### config.mk
export PLATFORM = sky130hd
export DESIGN_NAME = pulse_gen
export DESIGN_NICKNAME = d
export VERILOG_FILES = /design/src/rtl/pulse_gen.sv
export SDC_FILE = /design/constraint.sdc
export NUM_CORES = 1
export LEC_CHECK = 0
export BUFFER_PORTS_ARGS = -buffer_cell sky130_fd_sc_hd__buf_4
export CORE_MARGIN = 3
export CORE_UTILIZATION = 50
export DETAILED_ROUTE_END_ITERATION = 10
export GPL_ROUTABILITY_DRIVEN = 0
export HOLD_SLACK_MARGIN = 0.15
export PLACE_DENSITY = 0.77
export SETUP_SLACK_MARGIN = 0.1
export SLEW_MARGIN = 5
export SYNTH_ARGS = -nofsm -noshare
export SYNTH_HDL_FRONTEND = slang
export SYNTH_SLANG_ARGS = --single-unit
export TNS_END_PERCENT = 1
### constraint.sdc
create_clock -name clk -period 1.85 [get_ports clk]
set_input_delay 0.37 -clock clk [delete_from_list [all_inputs] [get_ports clk]]
set_output_delay 0.37 -clock clk [all_outputs]
set_load 0.005 [all_outputs]
### src/rtl/pulse_gen.sv
// Strobe-to-level pulse generator; registered outputs, pulse starts delay+1 cycles after an accepted trig.
// Triggers while busy are dropped, or with PULSE_RETRIG_EN a trig during the high phase reloads the width.
module pulse_gen #(
    parameter int CNT_W = 8
) (
    input  logic             clk,
    input  logic             rst_n,
    input  logic             trig,
    input  logic [CNT_W-1:0] delay,
    input  logic [CNT_W-1:0] width,
    output logic             out,
    output logic             busy,
    output logic             done,
    output logic             drop
);

    typedef enum logic [1:0] {
        S_IDLE  = 2'd0,
        S_DELAY = 2'd1,
        S_HIGH  = 2'd2
    } state_t;

    state_t           r_state;
    state_t           w_state_nxt;
    logic [CNT_W-1:0] r_cnt;
    logic [CNT_W-1:0] w_cnt_nxt;
    logic [CNT_W-1:0] r_width;
    logic [CNT_W-1:0] w_width_nxt;
    logic             w_done_nxt;
    logic             w_drop_nxt;
    logic             r_out;
    logic             r_busy;
    logic             r_done;
    logic             r_drop;

    always_ff @(posedge clk or negedge rst_n) begin
        if (!rst_n) begin
            r_state <= S_IDLE;
            r_cnt   <= '0;
            r_width <= '0;
            r_out   <= 1'b0;
            r_busy  <= 1'b0;
            r_done  <= 1'b0;
            r_drop  <= 1'b0;
        end else begin
            r_state <= w_state_nxt;
            r_cnt   <= w_cnt_nxt;
            r_width <= w_width_nxt;
            r_out   <= (w_state_nxt == S_HIGH);
            r_busy  <= (w_state_nxt != S_IDLE);
            r_done  <= w_done_nxt;
            r_drop  <= w_drop_nxt;
        end
    end

    // r_cnt holds the remaining cycles of the current phase; phase ends when it reaches 1.
    always_comb begin
        w_state_nxt = r_state;
        w_cnt_nxt   = r_cnt;
        w_width_nxt = r_width;
        w_done_nxt  = 1'b0;
        w_drop_nxt  = 1'b0;
        case (r_state)
            S_IDLE: begin
                if (trig) begin
                    w_width_nxt = width;
                    if (delay != '0) begin
                        w_state_nxt = S_DELAY;
                        w_cnt_nxt   = delay;
                    end else if (width != '0) begin
                        w_state_nxt = S_HIGH;
                        w_cnt_nxt   = width;
                    end else begin
                        w_done_nxt = 1'b1;
                    end
                end
            end
            S_DELAY: begin
                w_drop_nxt = trig;
                if (r_cnt <= CNT_W'(1)) begin
                    if (r_width != '0) begin
                        w_state_nxt = S_HIGH;
                        w_cnt_nxt   = r_width;
                    end else begin
                        w_state_nxt = S_IDLE;
                        w_cnt_nxt   = '0;
                        w_done_nxt  = 1'b1;
                    end
                end else begin
                    w_cnt_nxt = r_cnt - CNT_W'(1);
                end
            end
            S_HIGH: begin
`ifdef PULSE_RETRIG_EN
                if (trig) begin
                    // Retrigger: restart the high phase with the live width input.
                    w_width_nxt = width;
                    if (width != '0) begin
                        w_cnt_nxt = width;
                    end else begin
                        w_state_nxt = S_IDLE;
                        w_cnt_nxt   = '0;
                        w_done_nxt  = 1'b1;
                    end
                end else if (r_cnt <= CNT_W'(1)) begin
                    w_state_nxt = S_IDLE;
                    w_cnt_nxt   = '0;
                    w_done_nxt  = 1'b1;
                end else begin
                    w_cnt_nxt = r_cnt - CNT_W'(1);
                end
`else
                w_drop_nxt = trig;
                if (r_cnt <= CNT_W'(1)) begin
                    w_state_nxt = S_IDLE;
                    w_cnt_nxt   = '0;
                    w_done_nxt  = 1'b1;
                end else begin
                    w_cnt_nxt = r_cnt - CNT_W'(1);
                end
`endif
            end
            default: begin
                w_state_nxt = S_IDLE;
                w_cnt_nxt   = '0;
            end
        endcase
    end

    assign out  = r_out;
    assign busy = r_busy;
    assign done = r_done;
    assign drop = r_drop;

endmodule

==> results.md <==
- Pre-CTS setup slack: -130 ps
- Final nets: 228
- Total die area: 3550 sq um
- Buffers on Ports: 22
- Total clock sinks: 22
- Area delta synth->final: 41.4%
- Worst setup margin: -123 ps
- CTS Buf Count: 3
- CP startpoint kind: register
- Largest net degree at the start of global routing: 23
- DR DRC count: 0
- YS warnings: 0
- Worst path arrival time: 2180 ps
- Die Wd: 59.6 um
- Slew Viols, Final: 0
- Internal power: 1.90 mW
- First-pass GRT wire length: 6610 um
- Clock period minus final worst setup slack: 1970 ps
- Commonest cells post-synth: dfrtp_1 (22), nor2_1 (10), o21ai_0 (9)
- Routed wire per std cell: 17.7 um
- Slew @ Worst Pin: 460 ps
- Sw frac: 0.422
- Synth cell types: 50
- Primary FF master, synth: dfrtp_1
- Fill count: 163
- Initial antenna violation count: 0
- Area leader, netlist: dfrtp_1
- All-Layer GR Usage: 0.251
- Via density: 6.28
- Crit path capture type: register
- Final setup viols: 10
- RSZ-0062 raised after global routing: yes
- Via Count: 1,458
- Post-Syn Nets: 169
- Count leader, synth: dfrtp_1
- Fraction of layout cells with a size suffix above 1: 0.490
- Power, Total: 3.29 mW
- Crit path max-delay family: simple AND/OR/NAND/NOR gates
- Leakage: 0.899 nW
- Dominant cells by area after synthesis: dfrtp_1 (38%), mux2_2 (6.3%), ha_1 (5.2%), o21ai_0 (3.1%), a31oi_1 (3.0%)
- Yosys reg bits: 22
- H-tree depth: 1
- Yosys top cell area share: 0.383
- DP HPWL: 3150 um
- CTS tree: yes
- Clock root cell: clkbuf_4
- Core area: 2610 sq um
- # diodes: 0
- CP bufs+invs: 0
- Critical-path top delay cell: or4_4
- Synth Cell Area: 1440 sq um
- Worst setup path class: register to register
- Fmax: 507 MHz
- Syn Area/Cell: 9.97 sq um
- Run status: complete, but fails checks
- IO Pins: 23
- Routed WL: 4100 um
- DR iter-0 viols: 103
- Sw Pwr: 1.39 mW
- Chip height: 59.6 um
- Register area share after synthesis: 0.383
- Critical Path RT: 2060 ps
- Slowest stage delay, CP: 590 ps
- Number of synthesized flops with an enable pin: 0
- Hold Vio Cnt, Final: 0
- Max-cap viol count: 0
- Effective utilization at floorplan: 0.550
- Clock share of power: 0.082
- CTS Buffer Depth: 2
- Drt first pass iters: 4
- ANT nets after route: 0
- Combinational power share: 0.649
- Num rows: 18
- HP Class: input port to register
- Syn Inst Count: 144
- Total global routing overflow: 0
- Async SR Flop Fraction: 1.00
- Violated checks: setup timing
- Slew Limit Headroom: 0.690
- Reg power frac: 0.268
- Critical Path Fanout Max: 5
- Vias in the first global route: 1,398
- Post-route clock period utilization: 1.07
- Crit path cell chain: or4_4 > o31ai_4 > a2bb2oi_2 > a21oi_2 > or2_1
- Skew final: 3.15 ps
- Pwr/cell area: 1620 nW/um^2
- Max VDD drop: 1.41 mV
- Worst-skew pair later-pin latency: 310 ps
- Clock transition at the registers of the reported paths: 120 ps
-- flip-flops by register name, summed over array words and instances, names as in the netlist --
| signal | count |
|---|---|
| drop | 1 |
| done | 1 |
| r_state | 2 |
| busy | 1 |
| r_width | 8 |
| r_cnt | 8 |
| out | 1 |
-- cells in the final DEF (no fill, tap or decap), types with 2 or more instances in the layout --
cell	synthesis	layout
o21ai_1	1	5
or2_2	3	3
clkbuf_4	0	3
o21ai_0	9	4
nor2_1	10	9
nand2_1	6	5
nand3_1	3	3
nor4_1	6	3
a211oi_1	2	2
inv_1	5	4
nor4_4	0	2
or4_4	2	2
nor3_1	7	7
and3_1	4	3
xor2_1	2	2
buf_4	0	56
a22o_1	3	3
dfrtp_1	22	22
a31oi_1	7	7
a311oi_1	3	3
mux2_2	8	8
a21oi_2	1	2
ha_1	6	4
nor4_2	2	3
o211ai_1	3	3
-- logic make-up after synthesis --
group           count (synthesis)  share of synthesized area
mux                             8                     0.0627
compound gates                 46                      0.252
xor+xnor                        2                     0.0122
simple gates                   51                      0.213
buf+inv                         9                     0.0244
flops                          22                      0.383
fa+ha+maj                       6                     0.0523
-- power by group through the flow --
stage	Clock, mW	Sequential (mW)	Combinational, mW
after global placement	0	0.869	1.90
after detailed placement	0	0.882	1.93
after global routing	0.307	0.914	2.30
after floorplan	0	0.894	1.10
after CTS	0.272	0.873	2.01
final	0.271	0.884	2.14
-- final timing paths --
check                                        from                endpoint  slack [ps]  cells past startpoint
setup / recovery             r_cnt[5]$_DFFE_PN0P_          busy$_DFF_PN0_        -120                      5
hold / removal                           width[1]  r_width[1]$_DFFE_PN0P_         300                      2
setup reg to reg             r_cnt[5]$_DFFE_PN0P_          busy$_DFF_PN0_        -120                      5
hold reg to reg            r_width[0]$_DFFE_PN0P_  r_width[0]$_DFFE_PN0P_         560                      1
max in group asynchronous                   rst_n  r_width[6]$_DFFE_PN0P_        1160                      2
min in group asynchronous                   rst_n    r_cnt[5]$_DFFE_PN0P_         470                      2
-- per-layer routing --
layer  part of all wire  up-vias  track usage
met4              0.024        0       0.0918
met5                  0        -            0
met3              0.076       16       0.0479
met2               0.47       77        0.409
li1                   -      679            -
met1               0.43      686        0.329
-- cell type report --
type	instances	area (sq um)	share of cell area
Sequential cell	22	551	0.271
Clock buffer	4	36.3	0.0179
Inverter	6	22.5	0.0111
Timing Repair Buffer	57	430	0.212
Tap cell	30	37.5	0.0185
Multi-Input combinational cell	113	953	0.470
-- worst register-to-register path, cell delays in order (launching register included) --
cell and delay, ps:
dfrtp_1 400, or4_4 590, o31ai_4 350, a2bb2oi_2 190, a21oi_2 80, or2_1 250
-- repair_timing --
action	4_1_cts	5_1_grt
hold buffers	1	0
resized for setup	10	9
endpoints found under the setup margin	21	13
endpoints found under the hold margin	22	0
gates cloned	0	0
pin swaps	4	2
buffers inserted	0	0
-- per-stage QoR --
| step | hold WS [ps] | instances | util | TNS, ps | instance area (sq um) |
|---|---|---|---|---|---|
| 6_report | 300 | 232 | 0.777 | -586 | 2030 |
| 5_1_grt | 277 | 232 | 0.777 | -1150 | 2030 |
| 4_1_cts | 300 | 232 | 0.762 | -561 | 1990 |
| 3_5_place_dp | 279 | 227 | 0.732 | -786 | 1910 |
| 3_3_place_gp | 268 | 227 | 0.732 | -400 | 1910 |
| 2_1_floorplan | 74.4 | 144 | - | -44.8 | 1470 |
No activity file was read; power rests on OpenSTA's default activity.
